**src/rtl/sat_narrow_pkg.sv**
```systemverilog
// sat_narrow_pkg: shared constants and the saturation function used by
// sat_narrow and by its reference model.
//   M_DEF / N_DEF / CNT_W_DEF : default widths
//   MAXW                      : widest sample sat_narrow_f can handle
//   sat_narrow_f(value,m,n)   : returns {ovf, val}. val sits in the low n bits.
package sat_narrow_pkg;
  localparam int M_DEF     = 4;
  localparam int N_DEF     = 2;
  localparam int CNT_W_DEF = 8;
  localparam int MAXW      = 64;

  // value is an m-bit signed sample, zero-extended to MAXW bits.
  // The sample fits when bits [m-1:n-1] are all copies of the sign bit.
  // Otherwise it clips to min (sign 1) or max (sign 0).
  function automatic logic [MAXW:0] sat_narrow_f(input logic [MAXW-1:0] value,
                                                  input int m, input int n);
    logic [MAXW-1:0] r;
    logic            sgn;
    logic            same;
    sgn  = value[m-1];
    same = 1'b1;
    r    = '0;
    for (int i = 0; i < MAXW; i++)
      if (i >= n - 1 && i < m && value[i] != sgn) same = 1'b0;
    for (int i = 0; i < MAXW; i++)
      if (i < n) r[i] = same ? value[i] : ((i == n - 1) ? sgn : ~sgn);
    return {~same, r};
  endfunction
endpackage

```
**src/rtl/sat_narrow_skid_buf.sv**
```systemverilog
// skid_buf: output register plus one-entry skid register with a registered
// ready. The stream is valid/ready on both sides and has 1-cycle latency.
//   clk, rst              : clock, synchronous active-high reset
//   in_valid/in_ready     : upstream handshake (in_ready is registered)
//   in_data [W]           : upstream payload
//   out_valid/out_ready   : downstream handshake
//   out_data [W]          : downstream payload, held stable while stalled
module skid_buf #(
  parameter int W = 3
) (
  input  logic         clk,
  input  logic         rst,
  input  logic         in_valid,
  output logic         in_ready,
  input  logic [W-1:0] in_data,
  output logic         out_valid,
  input  logic         out_ready,
  output logic [W-1:0] out_data
);
  logic [W-1:0] skd_data;
  logic         skd_vld;
  logic         acc, drain, out_free;

  assign acc      = in_valid && in_ready;
  assign drain    = out_valid && out_ready;
  assign out_free = !out_valid || drain;

  // The skid can only fill while the output register is stalled. Ready is
  // therefore low whenever the skid holds data, so the skid never sees an
  // accept while it is full.
  always_ff @(posedge clk) begin
    if (rst) begin
      out_valid <= 1'b0;
      out_data  <= '0;
      skd_vld   <= 1'b0;
      skd_data  <= '0;
      in_ready  <= 1'b1;
    end else begin
      if (skd_vld && drain) begin
        out_data <= skd_data;
        skd_vld  <= 1'b0;
        in_ready <= 1'b1;
      end else if (acc && out_free) begin
        out_valid <= 1'b1;
        out_data  <= in_data;
      end else if (acc) begin
        skd_vld  <= 1'b1;
        skd_data <= in_data;
        in_ready <= 1'b0;
      end else if (drain) begin
        out_valid <= 1'b0;
      end
    end
  end
endmodule

```
**src/rtl/sat_narrow.sv**
```systemverilog
// sat_narrow: streaming signed narrower. It converts M-bit samples to N bits
// with saturation and flags every clipped sample. It has 1-cycle latency and
// a skid buffer, so it keeps full throughput under backpressure.
//   i_clk, i_rst        : clock, synchronous active-high reset
//   i_valid/o_ready     : input handshake (o_ready registered)
//   i_val [M]           : input sample, signed
//   o_valid/i_ready     : output handshake
//   o_val [N], o_ovf    : saturated sample and its clip flag
//   o_ovf_cnt [CNT_W]   : saturating count of clipped transfers. This port
//                         exists only when SAT_NARROW_OVF_CNT_EN is defined.
module sat_narrow
  import sat_narrow_pkg::*;
#(
  parameter int M     = M_DEF,
  parameter int N     = N_DEF,
  parameter int CNT_W = CNT_W_DEF
) (
  input  logic         i_clk,
  input  logic         i_rst,
  input  logic         i_valid,
  output logic         o_ready,
  input  logic [M-1:0] i_val,
  output logic         o_valid,
  input  logic         i_ready,
  output logic [N-1:0] o_val,
  output logic         o_ovf
`ifdef SAT_NARROW_OVF_CNT_EN
  ,
  output logic [CNT_W-1:0] o_ovf_cnt
`endif
);
  logic [MAXW:0] sat_res;
  logic [N:0]    out_pl;
  logic          unused_sat;

  assign sat_res    = sat_narrow_f(MAXW'(i_val), M, N);
  assign unused_sat = ^sat_res[MAXW-1:N];

  skid_buf #(.W(N + 1)) u_skid (
    .clk      (i_clk),
    .rst      (i_rst),
    .in_valid (i_valid),
    .in_ready (o_ready),
    .in_data  ({sat_res[MAXW], sat_res[N-1:0]}),
    .out_valid(o_valid),
    .out_ready(i_ready),
    .out_data (out_pl)
  );

  assign o_ovf = out_pl[N];
  assign o_val = out_pl[N-1:0];

`ifdef SAT_NARROW_OVF_CNT_EN
  always_ff @(posedge i_clk) begin
    if (i_rst)                                        o_ovf_cnt <= '0;
    else if (o_valid && i_ready && o_ovf && !(&o_ovf_cnt)) o_ovf_cnt <= o_ovf_cnt + 1'b1;
  end
`else
  localparam int unused_cnt_w = CNT_W;
`endif
endmodule
```
**config.mk**
```make
export PLATFORM = sky130hd
export DESIGN_NAME = sat_narrow
export DESIGN_NICKNAME = d
export VERILOG_FILES = /design/src/rtl/sat_narrow_pkg.sv /design/src/rtl/sat_narrow_skid_buf.sv /design/src/rtl/sat_narrow.sv
export SDC_FILE = /design/constraint.sdc
export NUM_CORES = 1
export LEC_CHECK = 0
export ABC_AREA = 1
export CORE_AREA = 2 2 39 41
export CTS_BUF_LIST = sky130_fd_sc_hd__clkbuf_16
export DETAILED_ROUTE_END_ITERATION = 8
export DIE_AREA = 0 0 41 43
export PLACE_DENSITY_LB_ADDON = 0.2
export SYNTH_ARGS = -nofsm -noshare
export SYNTH_HDL_FRONTEND = slang
export SYNTH_SLANG_ARGS = --single-unit
```
**constraint.sdc**
```tcl
create_clock -name i_clk -period 1.6 [get_ports i_clk]
set_input_delay 0.24 -clock i_clk [delete_from_list [all_inputs] [get_ports i_clk]]
set_output_delay 0.24 -clock i_clk [all_outputs]
set_load 0.05 [all_outputs]
```
# Word level (Yosys, flattened, before mapping)
# Index checks and enable logic that the tools add are counted.
[word_totals] reg_bits=9 inputBits=8 out_inout_bits=5
[classes] n_eq_ne=3 muxes=9 n_bitwise=4 reduce_logical=12
[ops] op="2-to-1 mux 1 bit" n=7
[ops] op="2-to-1 mux 3 bit" n=2
[ops] op="AND reduction 3 bit" n=2
[ops] op="logical AND 1 bit" n=4
[ops] op="inverter 1 bit" n=4
[ops] op="nonzero test 2 bit" n=2
[ops] op="!= test 1 bit" n=2
[ops] op="!= test 2 bit (second input constant)" n=1
[ops] op="AND reduction 2 bit" n=1
[ops] op="OR reduction 2 bit" n=1
[ops] op="zero test 1 bit" n=1
[ops] op="logical OR 1 bit" n=1

# Longest topological paths before layout
# Gate-level depths: netlist (run 1).
[depth] word_depth=6 depth_mapped=7 mapped_depth_nobuf=7

# Modules after synthesis
# Synthesis (run 1) repeated with hierarchy kept, for this count alone.
[hier_totals] cells_unflattened=69 hier_area_um2=442.9
[by_module_without_submodules] module="skid_buf" n_inst=1 cells_each=62 area_each_um2=412.9
[by_module_without_submodules] module="sat_narrow" n_inst=1 cells_each=7 area_each_um2=30.0

# Worst setup path after synthesis (run 1)
# Ideal clock, no wire load.
[synth_timing] kind="register -> register" from="register u_skid.in_ready" to="register u_skid.out_data[1]" setup_ns=0.116 arrival_time_ns=1.235 required_ns=1.484 path_slack_ns=0.249 stages_incl_launch_ff=8 n_path_buf=0 path_cell_list="dfxtp_1 nand2_1 nand2_1 nand2_2 inv_1 nand2_1 nor2_1 nor2_1"
[synth_via] elab_chain_len=3
[synth_rtl] item="from (decl)" line_no="sat_narrow_skid_buf.sv:14" text="output logic in_ready,"
[synth_rtl] item="from (signal assigned)" line_no="sat_narrow_skid_buf.sv:37" text="in_ready <= 1'b1;"
[synth_rtl] item="from (signal assigned)" line_no="sat_narrow_skid_buf.sv:42" text="in_ready <= 1'b1;"
[synth_rtl] item="from (signal assigned)" line_no="sat_narrow_skid_buf.sv:49" text="in_ready <= 1'b0;"
[synth_rtl] item="logical AND 1 bit" line_no="sat_narrow_skid_buf.sv:24" text="assign acc = in_valid && in_ready;"
[synth_rtl] item="logical AND 1 bit" line_no="sat_narrow_skid_buf.sv:43" text="end else if (acc && out_free) begin"
[synth_rtl] item="nonzero test 2 bit (no source line)"
[synth_rtl] item="to (signal assigned)" line_no="sat_narrow_skid_buf.sv:40" text="out_data <= skd_data;"
[synth_rtl] item="to (signal assigned)" line_no="sat_narrow_skid_buf.sv:45" text="out_data <= in_data;"
[synth_rtl] item="to (decl)" line_no="sat_narrow_skid_buf.sv:18" text="output logic [W-1:0] out_data"
# No other way between the ends.
# A chain may end at the register's enable or synchronous reset.

# Worst setup path after layout (run 1)
[layout_timing] from="input i_ready" to="register u_skid.out_data[1]"
[layout_via] elab_chain_len=4 elab_cells_between_ends=6
[layout_rtl] item="from (decl)" line_no="sat_narrow.sv:24" text="input logic i_ready,"
[layout_rtl] item="logical AND 1 bit *" line_no="sat_narrow_skid_buf.sv:25" text="assign drain = out_valid && out_ready;"
[layout_rtl] item="logical OR 1 bit" line_no="sat_narrow_skid_buf.sv:26" text="assign out_free = !out_valid || drain;"
[layout_rtl] item="logical AND 1 bit" line_no="sat_narrow_skid_buf.sv:43"
[layout_rtl] item="nonzero test 2 bit (no source line)"
# Every way passes the cells marked *; elsewhere a longest branch is shown, timed or not.

==> impl_metrics.sql, run 1 <==
INSERT INTO impl_metrics (metric_group, metric, value, unit) VALUES
('run_status', 'status', 'completed', ''),
('logic_synthesis', 'syn-cell-area', '420', 'um^2'),
('critical_path', 'path_cells', 'clkdlybuf4s50_1 -> inv_1 -> nand2_2 -> nand2_2 -> inv_1 -> nand2_1 -> nor2_1 -> nor2_1', ''),
('critical_path', 'worst_setup_path_endpoint', 'u_skid.out_data[1]$_SDFFE_PP0P_', ''),
('logic_synthesis', 'yosysWarningCount', '0', ''),
('global_routing', 'globalRoute.totalOverflow', '0', ''),
('critical_path', 'regToRegStartpoint', 'u_skid.in_ready$_SDFFE_PP1P_', ''),
('detailed_routing', 'drt-initial-drc-count', '3', ''),
('critical_path', 'timing.critical_path.fanout_max', '5', ''),
('detailed_routing', 'drc_errors', '0', ''),
('power', 'p_sw_share', '23.3', '%'),
('power', 'ir_worst_vdd', '0.688', 'mV'),
('power', 'share_comb_of_total_power', '15.1', '%'),
('global_routing', 'initial_antenna_violation_count', '0', ''),
('die', 'die_height', '43', 'um'),
('placed_design', 'dpl.hpwl', '627', 'um'),
('finish', 'multi_input_area', '199', 'um^2'),
('min_path', 'instance_count_along_the_most_critical_hold_path', '2', ''),
('power', 'power.internal', '0.611', 'mW'),
('critical_path', 'start_kind', 'input pin', ''),
('sta', 'rsz0062_at_grt', 'false', ''),
('die', 'core_region_area', '1380', 'um^2'),
('detailed_routing', 'detail_route.vias_per_cell', '4.40', ''),
('logic_synthesis', 'synth_mux_area_share', '0', '%'),
('sta', 'finalHoldViolations', '0', ''),
('finish', 'synthToLayoutAreaGrowth', '49.1', '%'),
('critical_path', 'worstSetupEndpointType', 'flip-flop', ''),
('finish', 'leading_cell_types_in_the_layout_fill_and_taps_excluded', 'nand2_1 (16), inv_1 (12), nor2_1 (9), dfxtp_1 (9), clkdlybuf4s50_1 (7)', ''),
('placed_design', 'portBuffers', '12', ''),
('power', 'leakagePower', '0.310', 'nW'),
('critical_path', 'reg_to_reg_setup_timing_slack', '0.58', 'ns'),
('logic_synthesis', 'postSynthCellCount', '62', ''),
('detailed_routing', 'antenna_violating_nets_post_route', '0', ''),
('sta', 'finalMaxSlewViolations', '0', ''),
('logic_synthesis', 'synth_simple_gate_area_share', '32.7', '%'),
('clocking', 'cts_hold_repair.buffers', '0', ''),
('clocking', 'root_buffer', 'clkbuf_16', ''),
('power', 'clock_power_share', '53.7', '%'),
('power', 'seq_power_share', '31.2', '%'),
('placed_design', 'placed_area', '548', 'um^2'),
('logic_synthesis', 'synth_compound_gate_area_share', '14.6', '%'),
('critical_path', 'timing.critical_path.slowest_stage_cell', 'clkdlybuf4s50_1', ''),
('finish', 'final_layout_size_suffix_gt1_share', '15.4', '%'),
('detailed_routing', 'detail_route.wl_per_cell', '8.74', 'um'),
('clocking', 'tritoncts_num_sinks', '9', ''),
('clocking', 'htree_num_levels', '1', ''),
('placed_design', 'gp_routability_congestion', '0.688', ''),
('sta', 'timing.final.setup_violations', '0', ''),
('power', 'power-per-cell-area', '1270', 'nW/um^2'),
('critical_path', 'worstPathArrival', '1.25', 'ns'),
('finish', 'finish.net_count', '87', ''),
('sta', 'finClkSkew', '0.00215', 'ns'),
('critical_path', 'r2r-end', 'u_skid.out_data[1]$_SDFFE_PP0P_', ''),
('detailed_routing', 'total_number_of_vias', '414', ''),
('global_routing', 'first_global_vias', '360', ''),
('logic_synthesis', 'synth-seq-area-share', '42.9', '%'),
('finish', 'stdcell_area', '627', 'um^2'),
('power', 'power.switching', '0.185', 'mW'),
('clocking', 'tritoncts', 'built', ''),
('sta', 'maxSlewHeadroom', '85.3', '%'),
('die', 'floorplan.die_area', '1760', 'um^2'),
('global_routing', 'wire_length_of_the_first_global_routing_pass', '1340', 'um'),
('critical_path', 'cpPeakStageDelay', '0.49', 'ns'),
('detailed_routing', 'finalWirelength', '822', 'um'),
('sta', 'tns', '0', 'ns'),
('global_routing', 'grt_usage', '11.5', '%'),
('critical_path', 'crit_path_start', 'i_ready', ''),
('logic_synthesis', 'mean_area_per_synthesized_cell', '6.78', 'um^2'),
('power', 'totalPowerFinal', '0.796', 'mW'),
('logic_synthesis', 'synth_adder_area_share', '0', '%'),
('sta', 'final_period_minus_worst_setup_slack', '1.13', 'ns');
worst max-delay path: cells and delay by family:
| kind | cells | cell delay (ns) |
|---|---|---|
| buf+inv | 3 | 0.63 |
| simple gates | 5 | 0.39 |
area by class of cell:
type,instances,share of cell area (%)
clock inverters,1,0.599
inverters,11,6.59
repair buffers,12,17.2
well taps,16,3.19
flip-flops and latches,9,28.7
multi-input cells,42,31.7
clock buffers,3,12.0
worst min path at each step:
stage | endpoint | start | slack (ns)
6_report | u_skid.in_ready$_SDFFE_PP1P_ | u_skid.in_ready$_SDFFE_PP1P_ | 0.48
5_1_grt | u_skid.in_ready$_SDFFE_PP1P_ | u_skid.in_ready$_SDFFE_PP1P_ | 0.53
3_3_place_gp | u_skid.in_ready$_SDFFE_PP1P_ | u_skid.in_ready$_SDFFE_PP1P_ | 0.49
2_1_floorplan | u_skid.out_valid$_SDFFE_PP0P_ | i_rst | 0.31
3_5_place_dp | u_skid.in_ready$_SDFFE_PP1P_ | u_skid.in_ready$_SDFFE_PP1P_ | 0.48
4_1_cts | u_skid.in_ready$_SDFFE_PP1P_ | u_skid.in_ready$_SDFFE_PP1P_ | 0.49
metal layers:
| layer | global-route usage, % | vias to the layer above | part of all wire (%) |
|---|---|---|---|
| li1 | - | 224 | - |
| met1 | 13.6 | 174 | 47 |
| met2 | 15.9 | 14 | 43 |
| met3 | 4.71 | 2 | 9.1 |
| met4 | 8.00 | 0 | 0.97 |
| met5 | 0 | - | 0 |
synth_stat cells:
cell	count	area, um^2
a21oi_1	4	20.0
a31oi_1	1	6.26
dfxtp_1	9	180
inv_1	11	41.3
nand2_1	16	60.1
nand2_2	2	12.5
nand3_1	2	10.0
nand3_2	1	10.0
nor2_1	9	33.8
nor2_4	1	11.3
o211a_1	1	10.0
o21ai_0	5	25.0
registers in the layout (all words and copies together), names as in the netlist:
| name | cells |
|---|---|
| u_skid.out_data | 3 |
| u_skid.skd_data | 3 |
| u_skid.in_ready | 1 |
| u_skid.out_valid | 1 |
| u_skid.skd_vld | 1 |
power groups by stage:
stage | Clock [mW] | Combinational [mW] | Sequential, mW
floorplan | 0 | 0.0426 | 0.287
global placement | 0 | 0.120 | 0.252
detailed placement | 0 | 0.121 | 0.252
CTS | 0.435 | 0.122 | 0.249
global route | 0.450 | 0.131 | 0.250
finish | 0.427 | 0.120 | 0.248
cell families after synthesis:
logic type	count (synthesis)
AND/OR/NAND/NOR	31
AO/OA/AOI/OAI	11
buffers and inverters	11
flip-flops	9
through the flow:
step	worst slack [ns]	instances	utilization (%)
4_1_cts	0.460	94	45.3
5_1_grt	0.362	94	45.3
3_3_place_gp	0.225	90	39.6
6_report	0.473	94	45.3
2_1_floorplan	0.249	62	-
3_5_place_dp	0.225	90	39.6
Note: power is estimated with default switching activity, not from simulation.
==> run 2, diff against run 1 <==
==> constraint.sdc (replaced) <==
create_clock -name i_clk -period 1.06 [get_ports i_clk]
set_input_delay 0.159 -clock i_clk [delete_from_list [all_inputs] [get_ports i_clk]]
set_output_delay 0.159 -clock i_clk [all_outputs]
set_load 0.05 [all_outputs]
==> run 2 against run 1 <==
  * Worst hold slack got worse by 0.15 ns
  * Critical path type is now reg -> out
  * Final area rose by 18%
  * Clock skew barely moved
==> impl_metrics.sql, run 2 (synthesis results as in run 1) <==
INSERT INTO impl_metrics (metric_group, metric, value, unit) VALUES
('sta', 'finalHoldViolations', '0', ''),
('min_path', 'holdCritStartpoint', 'i_ready', ''),
('detailed_routing', 'antenna_violating_nets_post_route', '0', ''),
('finish', 'commonest_non_fill_non_tap_cell_in_the_layout', 'nand2_1', ''),
('detailed_routing', 'detail_route.wl_per_cell', '8.70', 'um'),
('power', 'power-per-cell-area', '1720', 'nW/um^2'),
('min_path', 'hold_class', 'in -> reg', ''),
('detailed_routing', 'total_number_of_vias', '428', ''),
('sta', 'maxSlewHeadroom', '84.7', '%'),
('clocking', 'tritoncts', 'built', ''),
('die', 'initial_core_util', '30.4', '%'),
('clocking', 'htree_num_levels', '1', ''),
('power', 'leakagePower', '0.362', 'nW'),
('sta', 'tns', '0', 'ns'),
('die', 'num_io_pins', '13', ''),
('detailed_routing', 'detailedRoute.firstPassIterationCount', '4', ''),
('global_routing', 'initial_antenna_violation_count', '0', ''),
('clocking', 'tritoncts_num_sinks', '9', ''),
('critical_path', 'timing.critical_path.fanout_max', '2', ''),
('sta', 'maxClockFrequency', '996', 'MHz'),
('die', 'chipWidth', '41', 'um'),
('critical_path', 'setup.worst_path.class', 'reg -> out', ''),
('clocking', 'clk_pin_slew_worst_paths', '0.04', 'ns'),
('critical_path', 'crit_path_start', 'u_skid.in_ready$_SDFFE_PP1P_', ''),
('detailed_routing', 'drc_errors', '0', ''),
('sta', 'finalMaxSlewViolations', '0', ''),
('sta', 'final_period_minus_worst_setup_slack', '1.00', 'ns'),
('finish', 'final_layout_size_suffix_gt1_share', '26.5', '%'),
('sta', 'timing.final.setup_violations', '0', ''),
('critical_path', 'regToRegStartpoint', 'u_skid.out_valid$_SDFFE_PP0P_', ''),
('clocking', 'root_buffer', 'clkbuf_16', ''),
('sta', 'worst_pin_slew', '0.230', 'ns'),
('clocking', 'postCtsSetupBuffers', '0', ''),
('global_routing', 'grt_max_degree', '9', ''),
('critical_path', 'worstPathArrival', '0.85', 'ns'),
('power', 'ir_worst_vdd', '0.904', 'mV'),
('global_routing', 'globalRoute.totalOverflow', '0', ''),
('finish', 'post-route-util', '53.4', '%'),
('sta', 'rsz0062_at_grt', 'false', ''),
('critical_path', 'worstSetupEndpointType', 'output port', ''),
('sta', 'min_period_over_period', '94.7', '%'),
('critical_path', 'worst-endpoint-required', '0.90', 'ns'),
('placed_design', 'gp_routability_congestion', '0.706', ''),
('power', 'totalPowerFinal', '1.27', 'mW'),
('finish', 'leading_cell_types_in_the_layout_fill_and_taps_excluded', 'nand2_1 (15), inv_1 (10), nor2_1 (9)', ''),
('run_status', 'status', 'completed', ''),
('job', 'maxCapViolations', '0', ''),
('finish', 'finish.net_count', '92', ''),
('detailed_routing', 'finalWirelength', '861', 'um'),
('placed_design', 'dpl.hpwl', '630', 'um'),
('global_routing', 'wire_length_of_the_first_global_routing_pass', '1470', 'um'),
('die', 'num_rows', '14', ''),
('placed_design', 'portBuffers', '12', ''),
('global_routing', 'grt_usage', '13.2', '%'),
('die', 'die_height', '43', 'um'),
('clocking', 'numCtsBuffers', '3', ''),
('detailed_routing', 'drt-initial-drc-count', '6', ''),
('sta', 'finClkSkew', '0.00214', 'ns'),
('placed_design', 'numPlacedInstances', '95', ''),
('finish', 'antennaDiodeCount', '0', ''),
('critical_path', 'start_kind', 'flip-flop', ''),
('die', 'core_region_area', '1380', 'um^2'),
('sta', 'final.hold.worst_slack', '0.336', 'ns'),
('clocking', 'ctsLongestPathBuffers', '2', ''),
('finish', 'final_cells', '99', ''),
('detailed_routing', 'detail_route.vias_per_cell', '4.32', ''),
('clocking', 'clock_insertion_delay_worst_skew', '0.24', 'ns'),
('die', 'floorplan.die_area', '1760', 'um^2'),
('finish', 'synthToLayoutAreaGrowth', '75.9', '%'),
('finish', 'top_flop_regs', 'u_skid.out_data: 3 flops, u_skid.skd_data: 3 flops', ''),
('global_routing', 'first_global_vias', '346', '');
run 2: changes by cell type in the layout (fill, tap and decap cells not counted), moves of 2 or more:
| cell | change |
|---|---|
| inv_2 | +2 |
| inv_1 | -2 |
| buf_12 | +5 |
| dfxtp_4 | +2 |
| dfxtp_1 | -2 |
run 2: power breakdown:
part	switching (mW)	internal, mW
clock network	0.167	0.493
registers	0.0207	0.361
logic	0.117	0.115
total	0.305	0.969
run 2: per-stage QoR:
stage / instance area (um^2) / setup WS, ns
detailed placement: 656 / -0.221
global route: 739 / 0.00321
finish: 739 / 0.0557
CTS: 734 / 0.0230
floorplan: 428 / 0.0117
global placement: 656 / -0.211
run 2: timing repair:
action                     CTS  global route
resized for setup            0             5
setup endpoints to repair    0             6
hold buffers                 0             0
run 2: cell type report:
type / instances / area [um^2]
timing repair buffer: 17 / 210
multi-input combinational: 42 / 201
clock inverter: 1 / 3.75
inverter: 11 / 41.3
tap: 16 / 20.0
clock buffer: 3 / 75.1
sequential: 9 / 188
fill: 131 / 644
run 2: routing by layer:
layer | global-route usage, % | wire, um | share of wire [%] | up-vias
met3 | 4.71 | 70 | 8.1 | 3
met2 | 15.9 | 353 | 41 | 16
li1 | - | - | - | 233
met4 | 12.0 | 32 | 3.7 | 0
met1 | 17.3 | 403 | 47 | 176
met5 | 0 | 0 | 0 | -
run 2: final timing paths:
path | end | slack [ns] | cells after the start
worst min-delay path | u_skid.out_valid$_SDFFE_PP0P_ | 0.34 | 4
worst max register to register | u_skid.out_data[1]$_SDFFE_PP0P_ | 0.12 | 7
worst max-delay path | o_ready | 0.06 | 2
worst min register to register | u_skid.skd_data[2]$_SDFFE_PP0P_ | 0.52 | 2
run 2: worst max-delay path, stage by stage (launching register included):
cell     delay [ns]
dfxtp_4        0.33
buf_4          0.14
buf_12         0.14
